<file path="src/rtl/gadget_pkg.sv">
// Shared types and constants for the falling power-up gadget logic.
// Contents:
//   NUM_SLOTS, SPRITE_W, SCREEN_H, FALL_STEP  geometry and capacity
//   gadget_type_t                             gadget kinds (G_NONE means empty / no sprite)
//   gadget_slot_t                             one on-screen gadget {valid, gtype, x, y}
//   type_legal()                              spawn type filter (1..8)
//   lowest_onehot()                           lowest-index priority pick
package gadget_pkg;

    localparam int NUM_SLOTS = 4;
    localparam int SPRITE_W  = 32;
    localparam int SCREEN_H  = 480;
    localparam int FALL_STEP = 2;

    typedef enum logic [3:0] {
        G_NONE       = 4'd0,
        G_BIG        = 4'd1,
        G_SHRINK     = 4'd2,
        G_GRAB       = 4'd3,
        G_FASTER     = 4'd4,
        G_SLOWER     = 4'd5,
        G_FIRE       = 4'd6,
        G_BIG_BALL   = 4'd7,
        G_SMALL_BALL = 4'd8
    } gadget_type_t;

    typedef struct packed {
        logic         valid;
        gadget_type_t gtype;
        logic [9:0]   x;
        logic [9:0]   y;
    } gadget_slot_t;

    function automatic logic type_legal(input logic [3:0] t);
        return (t != 4'd0) && (t <= 4'd8);
    endfunction

    // Two's-complement trick: v & -v keeps only the lowest set bit.
    function automatic logic [NUM_SLOTS-1:0] lowest_onehot(input logic [NUM_SLOTS-1:0] v);
        return v & (~v + {{(NUM_SLOTS-1){1'b0}}, 1'b1});
    endfunction

endpackage

</file>
<file path="src/rtl/gadget_slot.sv">
// One gadget slot: holds {valid, type, x, y}, loads on spawn, falls on
// frame_tick, frees itself when it leaves the screen or when the top picks
// it as the reported catch.
// Ports:
//   Clk, Reset              clock, synchronous active-high reset
//   load                    take spawn_type/spawn_x at y=0 (only asserted when free)
//   spawn_type, spawn_x     spawn payload
//   frame_tick              per-frame motion strobe
//   paddle_x/_w/_y          paddle rectangle for the catch test
//   catch_free              this slot is the catch being reported; free it
//   slot                    current slot contents
//   catch_hit               combinational: tick this cycle lands on the paddle
module gadget_slot
    import gadget_pkg::*;
(
    input  logic         Clk,
    input  logic         Reset,
    input  logic         load,
    input  logic [3:0]   spawn_type,
    input  logic [9:0]   spawn_x,
    input  logic         frame_tick,
    input  logic [9:0]   paddle_x,
    input  logic [9:0]   paddle_w,
    input  logic [9:0]   paddle_y,
    input  logic         catch_free,
    output gadget_slot_t slot,
    output logic         catch_hit
);

    gadget_slot_t slot_r;
    logic [10:0]  y_next_s;
    logic         off_screen_s;
    logic [11:0]  pad_right_s;
    logic [11:0]  x_right_s;
    logic [11:0]  y_bot_s;
    logic         overlap_s;

    // Next position and paddle overlap, evaluated on the post-move row.
    always_comb begin
        y_next_s     = {1'b0, slot_r.y} + 11'(FALL_STEP);
        off_screen_s = (y_next_s >= 11'(SCREEN_H));
        pad_right_s  = {2'b00, paddle_x} + {2'b00, paddle_w};
        x_right_s    = {2'b00, slot_r.x} + 12'(SPRITE_W);
        y_bot_s      = {1'b0, y_next_s} + 12'(SPRITE_W);
        // y_next < paddle_y + 1 written as <= to avoid the extra adder
        overlap_s    = ({2'b00, slot_r.x} < pad_right_s) &&
                       (x_right_s > {2'b00, paddle_x}) &&
                       (y_bot_s > {2'b00, paddle_y}) &&
                       ({1'b0, y_next_s} <= {2'b00, paddle_y});
        catch_hit    = slot_r.valid && frame_tick && !off_screen_s && overlap_s;
    end

    // Slot state: motion/free on tick for live slots, load for free slots.
    always_ff @(posedge Clk) begin
        if (Reset) begin
            slot_r.valid <= 1'b0;
            slot_r.gtype <= G_NONE;
            slot_r.x     <= 10'd0;
            slot_r.y     <= 10'd0;
        end else if (slot_r.valid && frame_tick) begin
            if (off_screen_s || catch_free) begin
                slot_r.valid <= 1'b0;
                slot_r.gtype <= G_NONE;
            end else begin
                slot_r.y <= y_next_s[9:0];
            end
        end else if (load) begin
            slot_r.valid <= 1'b1;
            slot_r.gtype <= gadget_type_t'(spawn_type);
            slot_r.x     <= spawn_x;
            slot_r.y     <= 10'd0;
        end else begin
            slot_r <= slot_r;
        end
    end

    assign slot = slot_r;

endmodule

</file>
<file path="src/rtl/gadget_sprite_fetch.sv">
// Falling power-up gadget manager and sprite fetch pipeline.
// Owns NUM_SLOTS gadget slots, accepts spawns, moves gadgets once per frame,
// reports paddle catches and drives the 32x32 gadget sprite ROM address/type.
// DrawX/DrawY -> gadget_on/gadget_idx has two cycles of latency.
// Ports:
//   Clk, Reset                  clock, synchronous active-high reset
//   frame_tick                  one pulse per frame
//   spawn_valid/_ready/_type/_x spawn handshake (illegal types accepted and dropped)
//   paddle_x, paddle_w, paddle_y paddle rectangle
//   caught_valid, caught_type   one-cycle catch report
//   DrawX, DrawY                current VGA pixel
//   rom_addr, rom_type          sprite ROM request (type 0 = no gadget)
//   rom_data                    sprite ROM texel (combinational)
//   gadget_on, gadget_idx       opaque gadget texel and its palette index
// Build option: define GADGET_BLINK_EN to blink gadgets near the bottom of
// the screen (hidden every other 4 frames once y >= SCREEN_H-96).
module gadget_sprite_fetch
    import gadget_pkg::*;
(
    input  logic        Clk,
    input  logic        Reset,
    input  logic        frame_tick,
    input  logic        spawn_valid,
    output logic        spawn_ready,
    input  logic [3:0]  spawn_type,
    input  logic [9:0]  spawn_x,
    input  logic [9:0]  paddle_x,
    input  logic [9:0]  paddle_w,
    input  logic [9:0]  paddle_y,
    output logic        caught_valid,
    output logic [3:0]  caught_type,
    input  logic [9:0]  DrawX,
    input  logic [9:0]  DrawY,
    output logic [18:0] rom_addr,
    output logic [3:0]  rom_type,
    input  logic [3:0]  rom_data,
    output logic        gadget_on,
    output logic [3:0]  gadget_idx
);

    gadget_slot_t         slots_s [NUM_SLOTS];
    logic [NUM_SLOTS-1:0] valid_s;
    logic [NUM_SLOTS-1:0] load_s;
    logic [NUM_SLOTS-1:0] catch_s;
    logic [NUM_SLOTS-1:0] catch_sel_s;
    logic [3:0]           catch_type_s;
    logic [10:0]          dx_s [NUM_SLOTS];
    logic [10:0]          dy_s [NUM_SLOTS];
    logic [NUM_SLOTS-1:0] hit_s;
    logic [NUM_SLOTS-1:0] hit_sel_s;
    logic [9:0]           addr_sel_s;
    logic [3:0]           type_sel_s;

    logic        caught_valid_r;
    logic [3:0]  caught_type_r;
    logic [18:0] rom_addr_r;
    logic [3:0]  rom_type_r;
    logic        hit_r;
    logic        gadget_on_r;
    logic [3:0]  gadget_idx_r;
`ifdef GADGET_BLINK_EN
    logic [2:0]  blink_cnt_r;
`endif

    for (genvar g = 0; g < NUM_SLOTS; g++) begin : g_slot
        gadget_slot u_slot (
            .Clk        (Clk),
            .Reset      (Reset),
            .load       (load_s[g]),
            .spawn_type (spawn_type),
            .spawn_x    (spawn_x),
            .frame_tick (frame_tick),
            .paddle_x   (paddle_x),
            .paddle_w   (paddle_w),
            .paddle_y   (paddle_y),
            .catch_free (catch_sel_s[g]),
            .slot       (slots_s[g]),
            .catch_hit  (catch_s[g])
        );
    end

    // Spawn allocation and catch selection; both pick the lowest index.
    always_comb begin
        for (int i = 0; i < NUM_SLOTS; i++) begin
            valid_s[i] = slots_s[i].valid;
        end
        spawn_ready = ~&valid_s;
        // An illegal type still completes the handshake but loads nothing.
        load_s = (spawn_valid && spawn_ready && type_legal(spawn_type)) ?
                 lowest_onehot(~valid_s) : {NUM_SLOTS{1'b0}};
        catch_sel_s  = lowest_onehot(catch_s);
        catch_type_s = 4'd0;
        for (int i = 0; i < NUM_SLOTS; i++) begin
            catch_type_s = catch_type_s | (catch_sel_s[i] ? slots_s[i].gtype : 4'd0);
        end
    end

    // Per-slot sprite-local offsets; 11-bit difference, sign bit set = left/above.
    always_comb begin
        for (int i = 0; i < NUM_SLOTS; i++) begin
            dx_s[i]  = {1'b0, DrawX} - {1'b0, slots_s[i].x};
            dy_s[i]  = {1'b0, DrawY} - {1'b0, slots_s[i].y};
            hit_s[i] = slots_s[i].valid &&
                       !dx_s[i][10] && (dx_s[i][9:5] == 5'd0) &&
                       !dy_s[i][10] && (dy_s[i][9:5] == 5'd0)
`ifdef GADGET_BLINK_EN
                       && !(blink_cnt_r[2] && (slots_s[i].y >= 10'(SCREEN_H - 96)))
`endif
                       ;
        end
        hit_sel_s  = lowest_onehot(hit_s);
        addr_sel_s = 10'd0;
        type_sel_s = 4'd0;
        for (int i = 0; i < NUM_SLOTS; i++) begin
            // SPRITE_W is 32, so row*32+col is just {row, col}.
            addr_sel_s = addr_sel_s | (hit_sel_s[i] ? {dy_s[i][4:0], dx_s[i][4:0]} : 10'd0);
            type_sel_s = type_sel_s | (hit_sel_s[i] ? slots_s[i].gtype : 4'd0);
        end
    end

    // Catch reporter: one-cycle pulse the cycle after the tick.
    always_ff @(posedge Clk) begin
        if (Reset) begin
            caught_valid_r <= 1'b0;
            caught_type_r  <= 4'd0;
        end else begin
            caught_valid_r <= |catch_sel_s;
            caught_type_r  <= catch_type_s;
        end
    end

    // Draw stage 1: register ROM request and hit flag.
    always_ff @(posedge Clk) begin
        if (Reset) begin
            rom_addr_r <= 19'd0;
            rom_type_r <= 4'd0;
            hit_r      <= 1'b0;
        end else begin
            rom_addr_r <= {9'd0, addr_sel_s};
            rom_type_r <= type_sel_s;
            hit_r      <= |hit_sel_s;
        end
    end

    // Draw stage 2: texel index 0 is transparent.
    always_ff @(posedge Clk) begin
        if (Reset) begin
            gadget_on_r  <= 1'b0;
            gadget_idx_r <= 4'd0;
        end else begin
            gadget_on_r  <= hit_r && (rom_data != 4'd0);
            gadget_idx_r <= hit_r ? rom_data : 4'd0;
        end
    end

`ifdef GADGET_BLINK_EN
    // Blink phase counter, one step per frame.
    always_ff @(posedge Clk) begin
        if (Reset) begin
            blink_cnt_r <= 3'd0;
        end else if (frame_tick) begin
            blink_cnt_r <= blink_cnt_r + 3'd1;
        end else begin
            blink_cnt_r <= blink_cnt_r;
        end
    end
`endif

    assign caught_valid = caught_valid_r;
    assign caught_type  = caught_type_r;
    assign rom_addr     = rom_addr_r;
    assign rom_type     = rom_type_r;
    assign gadget_on    = gadget_on_r;
    assign gadget_idx   = gadget_idx_r;

endmodule

</file>
<file path="config.mk">
export PLATFORM = sky130hd
export DESIGN_NAME = gadget_sprite_fetch
export DESIGN_NICKNAME = d
export VERILOG_FILES = /design/src/rtl/gadget_pkg.sv /design/src/rtl/gadget_slot.sv /design/src/rtl/gadget_sprite_fetch.sv
export SDC_FILE = /design/constraint.sdc
export NUM_CORES = 1
export LEC_CHECK = 0
export CORE_UTILIZATION = 43
export CTS_BUF_LIST = sky130_fd_sc_hd__clkbuf_8 sky130_fd_sc_hd__clkbuf_16
export DETAILED_ROUTE_END_ITERATION = 16
export PLACE_DENSITY_LB_ADDON = 0.25
export SYNTH_ARGS = -nofsm -noshare
export SYNTH_HDL_FRONTEND = slang
export SYNTH_SLANG_ARGS = --single-unit
</file>
<file path="constraint.sdc">
create_clock -name Clk -period 4.9 [get_ports Clk]
set_input_delay 0.98 -clock Clk [delete_from_list [all_inputs] [get_ports Clk]]
set_output_delay 0.98 -clock Clk [all_outputs]
set_load 0.005 [all_outputs]
</file>
* Yosys cells after proc, flatten, opt, wreduce, memory -nomap -nowiden *
Index checks and enable logic that the tools add are counted.

word-level totals
  register bits = 134
  input port bits = 72
  output and inout bits = 34
  logic and storage cells = 222

operators by class
  equal/unequal tests = 8
  bitwise operators = 21
  multiplexer cells = 33
  magnitude comparators = 21
  reduce and logical (&&, ||, !) cells = 91
  add/subtract/negate cells = 24

operators with widths
  operator                                              number
  2-to-1 mux 10 bit                                     12
  2-to-1 mux 25 bit                                     4
  greater-than comparator 12 x 10 -> 1 bit              8
  subtractor 10 x 10 -> 11 bit                          8
  adder 11 x 6 -> 12 bit, second input constant         4
  less-than comparator 10 x 12 -> 1 bit                 4
  adder 10 x 2 -> 11 bit, second input constant         4
  adder 10 x 6 -> 11 bit, second input constant         4
  >= comparator 11 x 9 -> 1 bit, second input constant  4
  less-or-equal comparator 11 x 10 -> 1 bit             4
  logical AND 1 bit                                     44
  zero test 5 bit                                       8
  2-to-1 mux 5 bit                                      8
  2-to-1 mux 4 bit                                      9
  OR 10 bit                                             3
  OR 4 bit                                              6
  AND reduction 2 bit                                   12
  inequality test 2 bit, second input constant          8
  NOT 4 bit                                             4
  zero test 1 bit                                       13
  adder 4 x 1 -> 4 bit, second input constant           3
  bitwise AND 4 bit                                     3
  adder 10 x 10 -> 11 bit                               1
  nonzero test 2 bit                                    4
  other kinds (7)                                       16

* Longest topological paths before layout *
Gate-level depths: netlist (run 1).

  depth after elaboration = 13
  depth in mapped cells = 18
  mapped depth without buffers = 16

* Cells and area by module *
A second synthesis (run 1) with hierarchy kept.

second synthesis, totals
  cell total of the unflattened synthesis = 2095
  area, all modules = 16031.6 um^2

modules (own cells, without submodules)
  module                           times used  cells an instance  seq. area each (um^2)  area an instance (um^2)
  gadget_sprite_fetch              1           724                500.5                  5258.8
  gadget_slot at g_slot[0].u_slot  1           342                480.5                  2745.1
  gadget_slot at g_slot[2].u_slot  1           340                480.5                  2715.1
  gadget_slot at g_slot[1].u_slot  1           345                480.5                  2667.6
  gadget_slot at g_slot[3].u_slot  1           344                480.5                  2645.0

* Worst setup path after synthesis (run 1) *
No wires, ideal clock.

  path kind = input -> register
  start point = input paddle_x[0]
  end point = register g_slot[3].u_slot.slot_r, in the netlist g_slot[3].u_slot.slot[1]
  data arrival time = 4.687 ns
  setup time = 0.121 ns
  data required time = 4.779 ns
  path buffers = 0
  stages = 15
  setup slack = 0.091 ns
  cell sequence = ha_1 fa_1 a21o_1 a21oi_1 xor2_1 ha_1 a21oi_1 o21ai_0 maj3_1 a211oi_1 o21ai_0 a22oi_1 o211ai_1 o311ai_4 mux2_4

on the way
  longest elaborated chain between the ends = 12
  elaborated cells between the ends (all ways) = 31
  classes of those cells = add/sub: 2; order compare: 8; eq/ne: 1; bitwise: 2; reduce/logical: 18

ends and longest elaborated chain
  item                                   RTL line                   source
  from (decl)                            gadget_sprite_fetch.sv:27  input logic [9:0] paddle_x,
  adder 10 x 10 -> 11 bit                gadget_slot.sv:42          pad_right_s = {2'b00, paddle_x} + {2'b00, paddle_w};
  less-than comparator 10 x 12 -> 1 bit  gadget_slot.sv:46          overlap_s = ({2'b00, slot_r.x} < pad_right_s) &&
  logical AND 1 bit                      gadget_slot.sv:46
  logical AND 1 bit                      gadget_slot.sv:47          (x_right_s > {2'b00, paddle_x}) &&
  logical AND 1 bit                      gadget_slot.sv:48          (y_bot_s > {2'b00, paddle_y}) &&
  logical AND 1 bit                      gadget_slot.sv:50          catch_hit = slot_r.valid && frame_tick && !off_screen_s && overlap_s;
  NOT 4 bit                              gadget_pkg.sv:40           return v & (~v + {{(NUM_SLOTS-1){1'b0}}, 1'b1});
  adder 4 x 1 -> 4 bit                   gadget_pkg.sv:40
  bitwise AND 4 bit (*)                  gadget_pkg.sv:40
  logical OR 1 bit (*)                   gadget_slot.sv:61          if (off_screen_s || catch_free) begin
  inequality test 2 bit (no line) (*)    --
  AND reduction 2 bit (no line) (*)      --
  to (signal assigned)                   gadget_slot.sv:73          slot_r <= slot_r;
  to (decl)                              gadget_slot.sv:30          gadget_slot_t slot_r;

Mark *: on every way between the ends. The rest lies on a longest branch, timed or not.
A chain may end at the register's enable or synchronous reset.

* Worst setup path in the final report (run 1) *
  start point = input DrawX[0]
  end point = register rom_addr_r[9], in the netlist rom_addr[9]

on the way
  longest elaborated chain between the ends = 13
  elaborated cells between the ends (all ways) = 38
  classes of those cells = add/sub: 5; mux: 4; bitwise: 5; reduce/logical: 24

ends and longest elaborated chain
  item                                                                                  RTL line                    source
  from (decl)                                                                           gadget_sprite_fetch.sv:32   input logic [9:0] DrawX,
  parallel branches: the longest is 8 deep, another holds subtractor 10 x 10 -> 11 bit  --
  bitwise AND 4 bit (*)                                                                 gadget_pkg.sv:40
  2-to-1 mux 10 bit                                                                     gadget_sprite_fetch.sv:116  addr_sel_s = addr_sel_s | (hit_sel_s[i] ? {dy_s[i][4:0], dx_s[i][4:0]} : 10'd0);
  OR 10 bit (2 in a row)                                                                gadget_sprite_fetch.sv:116
  OR 10 bit (*)                                                                         gadget_sprite_fetch.sv:116
  to (signal assigned)                                                                  gadget_sprite_fetch.sv:139  rom_addr_r <= {9'd0, addr_sel_s};
  to (decl)                                                                             gadget_sprite_fetch.sv:56   logic [18:0] rom_addr_r;

Mark *: on every way between the ends.

==> results of run 1 <==
worst paths after layout:
check                       startpoint                        end  slack [ns]
max reg2reg   g_slot[1].u_slot.slot[1]   g_slot[3].u_slot.slot[4]        0.32
min reg2reg  g_slot[0].u_slot.slot[22]  g_slot[0].u_slot.slot[22]        0.50
min          g_slot[0].u_slot.slot[22]  g_slot[0].u_slot.slot[22]        0.50
max                           DrawX[0]                rom_addr[9]        0.15
worst register-to-register path, stage by stage, from the launching register on:
cell and delay [ns]:
dfxtp_1 0.46, ha_1 0.37, nand3_1 0.32, nor3_1 0.45
xnor2_1 0.20, inv_1 0.11, xnor2_1 0.14, ha_1 0.32
a211oi_1 0.21, o21ai_0 0.12, a21oi_1 0.15, o21ai_0 0.22
o2111a_1 0.35, a21o_4 0.28, o311ai_4 0.38, buf_6 0.20
mux2i_1 0.22
metal layers:
metal / vias to the layer above / global-route usage (%)
met5: - / 0
met4: 0 / 11.1
met3: 90 / 4.41
met2: 519 / 47.1
met1: 6593 / 38.3
li1: 6683 / -
registers in the layout (all words and copies together), names as in the netlist:
name	flops
caught_type	4
hit_r	1
caught_valid	1
gadget_on	1
g_slot.u_slot.slot	96
rom_type	4
gadget_idx	4
rom_addr	10
cells in the mapped netlist, types with 6 or more instances:
| cell | instances |
|---|---|
| o21a_1 | 32 |
| nand2b_1 | 24 |
| nand3_1 | 65 |
| a21oi_1 | 114 |
| a41oi_1 | 7 |
| or2_2 | 8 |
| dfxtp_1 | 121 |
| o211ai_1 | 14 |
| o31ai_1 | 9 |
| o32ai_1 | 6 |
| nand4_1 | 31 |
| nand2_1 | 174 |
| buf_2 | 9 |
| and3_1 | 17 |
| a32o_1 | 10 |
| a31oi_1 | 32 |
| a221o_1 | 16 |
| or3_1 | 13 |
| o21ai_0 | 66 |
| nor2_1 | 99 |
| o31a_1 | 6 |
| a2111oi_0 | 11 |
| mux2i_1 | 19 |
| xor2_1 | 33 |
| nor2b_1 | 19 |
| buf_4 | 9 |
| a22o_1 | 10 |
| o21bai_1 | 9 |
| and2_1 | 14 |
| nor3_1 | 58 |
| a21o_1 | 28 |
| o41ai_1 | 6 |
| xnor2_1 | 64 |
| nand4b_1 | 6 |
| o221ai_1 | 12 |
| inv_1 | 149 |
| fa_1 | 9 |
| a211oi_1 | 24 |
| ha_1 | 214 |
| nor4_1 | 7 |
| clkbuf_1 | 45 |
final cells by class:
| cell class | instances | area share (%) |
|---|---|---|
| clock buffer | 17 | 2.62 |
| clock inverter | 15 | 0.880 |
| inverter | 149 | 3.45 |
| multi-input combinational | 1397 | 63.5 |
| sequential | 121 | 14.9 |
| tap | 396 | 3.06 |
| timing repair buffer | 214 | 11.5 |
cells by family after synthesis:
| kind of cell | synth area share [%] |
|---|---|
| flops | 18.0 |
| simple gates | 20.5 |
| fa+ha+maj | 21.7 |
| other cells | 0.0559 |
| xor+xnor | 6.44 |
| mux | 1.86 |
| compound gates | 24.9 |
| buf+inv | 6.56 |
power groups by stage:
stage / sequential, mW / clock [mW] / combinational (mW)
global route: 1.02 / 1.31 / 0.906
detailed placement: 1.04 / 0 / 0.798
CTS: 1.02 / 1.26 / 0.807
finish: 1.02 / 1.25 / 0.825
global placement: 1.04 / 0 / 0.784
floorplan: 1.03 / 0 / 0.497
timing repair:
item,in CTS,in global routing
resized for setup,8,22
setup buffers,2,2
pin swaps,6,11
endpoints found under the setup margin,32,63
==> flow_summary.ini, run 1 <==
[cts]
cts_tree = built
cts_hold_buf = 0
clock_sinks = 121
htreeDepth = 4
cts_root_buffer = clkbuf_16
cts_buffers = 17
clk_pin_slew_ns = 0.06
clockBufferDepth = 2
clk_latency_ns = 0.44

[logic_synthesis]
synthDistinctLibCells = 96
avgSynthCellArea_um2 = 7.79
syn_inst = 1724
synth_top_cell_by_area = ha_1
synth_top_area_share_pct = 19.9
synth_edf_count = 0
yosysSeqAreaShare_pct = 18.0
yosysWarnings = 0
synth_area_um2 = 13400
synth_seq_cells = 121
synth_async_sr_flop_share_pct = 0
synth_area_leaders = ha_1, dfxtp_1, nand2_1, a21oi_1, xnor2_1
ys.flop_type = dfxtp_1

[setup_path]
path_cells = clkdlybuf4s50_1 > inv_1 > ha_1 > inv_1 > fa_1 > a21o_1 > a21oi_1 > buf_4 > o21ai_0 > a2111oi_0 > buf_4 > or3_1 > a211oi_1 > nand4_1 > nand2_1 > or4_1 > o221ai_1
r2r_cells = 16
cpMaxStageDelayCell = or4_1
crit_path_end_kind = flop
crit_family = compound AO/OA/AOI/OAI gates
worst-path-stages = 17
critPathArrivalTime_ns = 5.05
cpPeakStageDelay_ns = 0.62
start_kind = primary input
worst-path-max-fanout = 5
worstSetupPathType = in2reg
critPathRequiredTime_ns = 5.20
path_buf_inv = 5

[die]
core_um2 = 30700
die_area_um2 = 32000
die_w_um = 179
fp.dieH_um = 179
start_util_pct = 43.8
rows = 64
io_pins = 106

[detailed_routing]
wl_per_cell_um = 19.9
highest_layer = met4
route.detailed.drc = 0
routed-wl-met3_um = 3120
wl_met2_um = 20600
drtPass1Iterations = 5
viasPerCell = 6.01
routed_wl_um = 45900
drt_iter0_markers = 1130
wl_met1_um = 20700
vias = 13900
final_antenna_net_count = 0

[power_and_ir_drop]
ir_drop_mv = 0.255
sequentialPowerShare_pct = 32.8
power_leakage_nw = 6.81
combPwrFrac_pct = 26.7
swShare_pct = 33.2
clkPwrFrac_pct = 40.5
power_mw = 3.09
p_int_mw = 2.07
powerDensity_nw_per_um2 = 191
power.switching_mw = 1.03

[global_routing]
antenna_found_initial = 1
overflow = 0
grt_max_degree = 70
grtUsageTotal_pct = 29.0
grt_first_pass_wirelength_um = 71200
grt_pass1_vias = 13200

[sta]
hold_viol = 0
slew_headroom_pct = 31.4
setup_viol = 0
fmax_ghz = 0.211
fin_ws_ns = 0.151
fin_crit_ns = 4.75
fin_skew_ns = 0.0135
maxSlewViolCount = 0
setup_tns_ns = 0
fin_hold_ws_ns = 0.504
tightest_slew_ns = 1.03
timing.final.crit_share_pct = 96.9

[finish]
final_cell_area_um2 = 16200
drive_above_1_share_pct = 10.9
final_nets = 2195
area_growth_pct = 20.6
antennaDiodeCount = 0
final_common_cell = ha_1
seq_area_um2 = 2420
fillers = 2944
layout_common_cells = ha_1, nand2_1, inv_1, dfxtp_1, buf_4
utilization_pct = 52.9
final_cells = 2309
multi_input_area_um2 = 10300

[placed_design]
dp.cells = 2273
pre_cts_slack_ns = -0.568
gp_congestion = 0.916
placed_area_um2 = 15500
dpl.hpwl_um = 36600
port-buffer-count = 96

[job]
maxCapViolCount = 0

[outcome]
status = finished clean

[worst_hold_path]
hp-class = reg2reg
min_path_cells = 2
Power figures use the tool's default switching activity.
==> run 2, diff against run 1 <==
CORE_MARGIN = 1.5   (was unset)
HOLD_SLACK_MARGIN = 0.02   (was unset)
==> run 2 against run 1 <==
Maximum frequency decreased by 0.21%. Routed wire length about the same. Power increased by 4.5%. Clock power increased by 11%. Worst setup slack got worse by 0.010 ns. Critical path type unchanged.
==> flow_summary.ini, run 2 (synthesized netlist as in run 1, its figures left out) <==
[outcome]
status = finished clean

[setup_path]
cpMaxStageDelayCell = clkdlybuf4s50_1
path_buf_inv = 3
path_cells = clkdlybuf4s50_1 > ha_2 > fa_2 > a21o_1 > a21oi_2 > xor2_1 > buf_4 > ha_1 > a21oi_2 > o21ai_1 > maj3_2 > a221o_1 > a41oi_2 > o2111a_2 > a21oi_1 > a2111oi_2 > buf_4 > a22o_1
critPathRequiredTime_ns = 5.28
worst-path-max-fanout = 4
cpPeakStageDelay_ns = 0.41
crit_family = compound AO/OA/AOI/OAI gates
worstSetupPathType = in2reg
start_kind = primary input
critPathArrivalTime_ns = 5.14
crit_path_end_kind = flop

[global_routing]
grtUsageTotal_pct = 27.6
antenna_found_initial = 0
grt_pass1_vias = 13000
overflow = 0
grt_first_pass_wirelength_um = 70900
grt_max_degree = 50

[finish]
fillers = 2938
final_common_cell = ha_1
layout_common_cells = ha_1, nand2_1, inv_1, dfxtp_1, buf_4
area_growth_pct = 21.5
antennaDiodeCount = 0
final_cells = 2309
final_nets = 2195
largest_reg_flops = 96
drive_above_1_share_pct = 11.2

[sta]
hold_viol = 0
fin_hold_ws_ns = 0.499
fmax_ghz = 0.210
setup_viol = 0
fin_skew_ns = 0.0137
fin_crit_ns = 4.76
slew_headroom_pct = 33.9
timing.final.crit_share_pct = 97.1
setup_tns_ns = 0
tightest_slew_ns = 0.992
maxSlewViolCount = 0

[placed_design]
dpl.hpwl_um = 36300
port-buffer-count = 96
dp.cells = 2272
gp_congestion = 0.980

[die]
die_area_um2 = 32300
fp.dieH_um = 180
io_pins = 106
start_util_pct = 43.8
die_w_um = 180
core_um2 = 30700
rows = 64

[cts]
clk_pin_slew_ns = 0.07
htreeDepth = 4
cts_buffers = 17
clock_sinks = 121
clk_latency_ns = 0.44
clockBufferDepth = 2
cts_root_buffer = clkbuf_16
cts_tree = built

[detailed_routing]
route.detailed.drc = 0
drtPass1Iterations = 5
drt_iter0_markers = 1116
viasPerCell = 5.98
final_antenna_net_count = 0
routed_wl_um = 45900
vias = 13800
wl_per_cell_um = 19.9

[power_and_ir_drop]
powerDensity_nw_per_um2 = 198
power_leakage_nw = 6.86
ir_drop_mv = 0.243
power_mw = 3.23

[worst_hold_path]
hp-class = reg2reg

[job]
maxCapViolCount = 0
==> run 2: cell types whose count changed in the layout (fill, tap and decap cells not counted), moves of 2 or more <==
| cell | before | now |
|---|---|---|
| buf_4 | 115 | 112 |
| buf_6 | 1 | 3 |
| bufinv_16 | 1 | 3 |
| clkinvlp_4 | 2 | 0 |
| inv_8 | 2 | 5 |
| o31ai_1 | 7 | 5 |
| o31ai_2 | 2 | 4 |
==> run 2: repair_timing <==
item | 4_1_cts | 5_1_grt
pin swaps | 7 | 16
cloned | 0 | 0
hold buffers | 0 | 0
setup buffers | 3 | 2
resized for setup | 11 | 27
setup endpoints to repair | 41 | 69
==> run 2: worst reg2reg max path: stages (launching register included) <==
cell and delay, ns:
dfxtp_1 0.45, ha_1 0.38, nand3_1 0.28, xnor2_1 0.39, ha_1 0.30, nand3_1 0.12
xnor2_1 0.15, ha_1 0.31, a211oi_1 0.20, o21ai_0 0.12, a21oi_1 0.13, o21ai_0 0.19
o2111a_1 0.35, a21o_4 0.30, o311ai_4 0.38, buf_6 0.21, mux2i_1 0.19
==> run 2: stage by stage <==
step | worst slack (ns) | instance area [um^2] | util [%]
floorplan | 0.0915 | 13500 | -
global placement | -0.495 | 15500 | 50.6
global route | -0.0274 | 16300 | 53.2
finish | 0.141 | 16300 | 53.2
CTS | 0.0130 | 16200 | 52.8
detailed placement | -0.596 | 15500 | 50.6
==> run 2: cell type report <==
type | instances | area [um^2] | area share [%]
repair buffers | 214 | 1890 | 11.6
clock buffers | 17 | 425 | 2.61
flip-flops and latches | 121 | 2420 | 14.8
multi-input cells | 1397 | 10300 | 63.3
clock inverters | 15 | 204 | 1.25
inverters | 149 | 559 | 3.43
well taps | 396 | 495 | 3.03
==> run 2: worst paths after layout <==
check | to | cells after the start | from | slack [ns]
worst min-delay path | g_slot[0].u_slot.slot[21] | 2 | g_slot[0].u_slot.slot[21] | 0.50
worst max-delay path | g_slot[2].u_slot.slot[21] | 18 | paddle_w[0] | 0.14
worst max register to register | g_slot[3].u_slot.slot[2] | 16 | g_slot[1].u_slot.slot[2] | 0.39
worst min register to register | g_slot[0].u_slot.slot[21] | 2 | g_slot[0].u_slot.slot[21] | 0.50
==> run 2: power breakdown <==
part / switching [mW] / internal [mW] / leakage, nW / total, mW
registers: 0.0228 / 0.995 / 0.977 / 1.02
clock network: 0.569 / 0.825 / 0.312 / 1.39
logic: 0.457 / 0.365 / 5.57 / 0.822
total: 1.05 / 2.19 / 6.86 / 3.23
==> run 2: layer usage <==
layer	vias to the layer above	wire [um]	global-route usage, %	part of all wire [%]
met2	464	21000	45.6	46
met1	6592	20500	36.9	45
met4	0	1230	8.50	2.7
met5	-	0	0	0
li1	6672	-	-	-
met3	76	3120	3.97	6.8
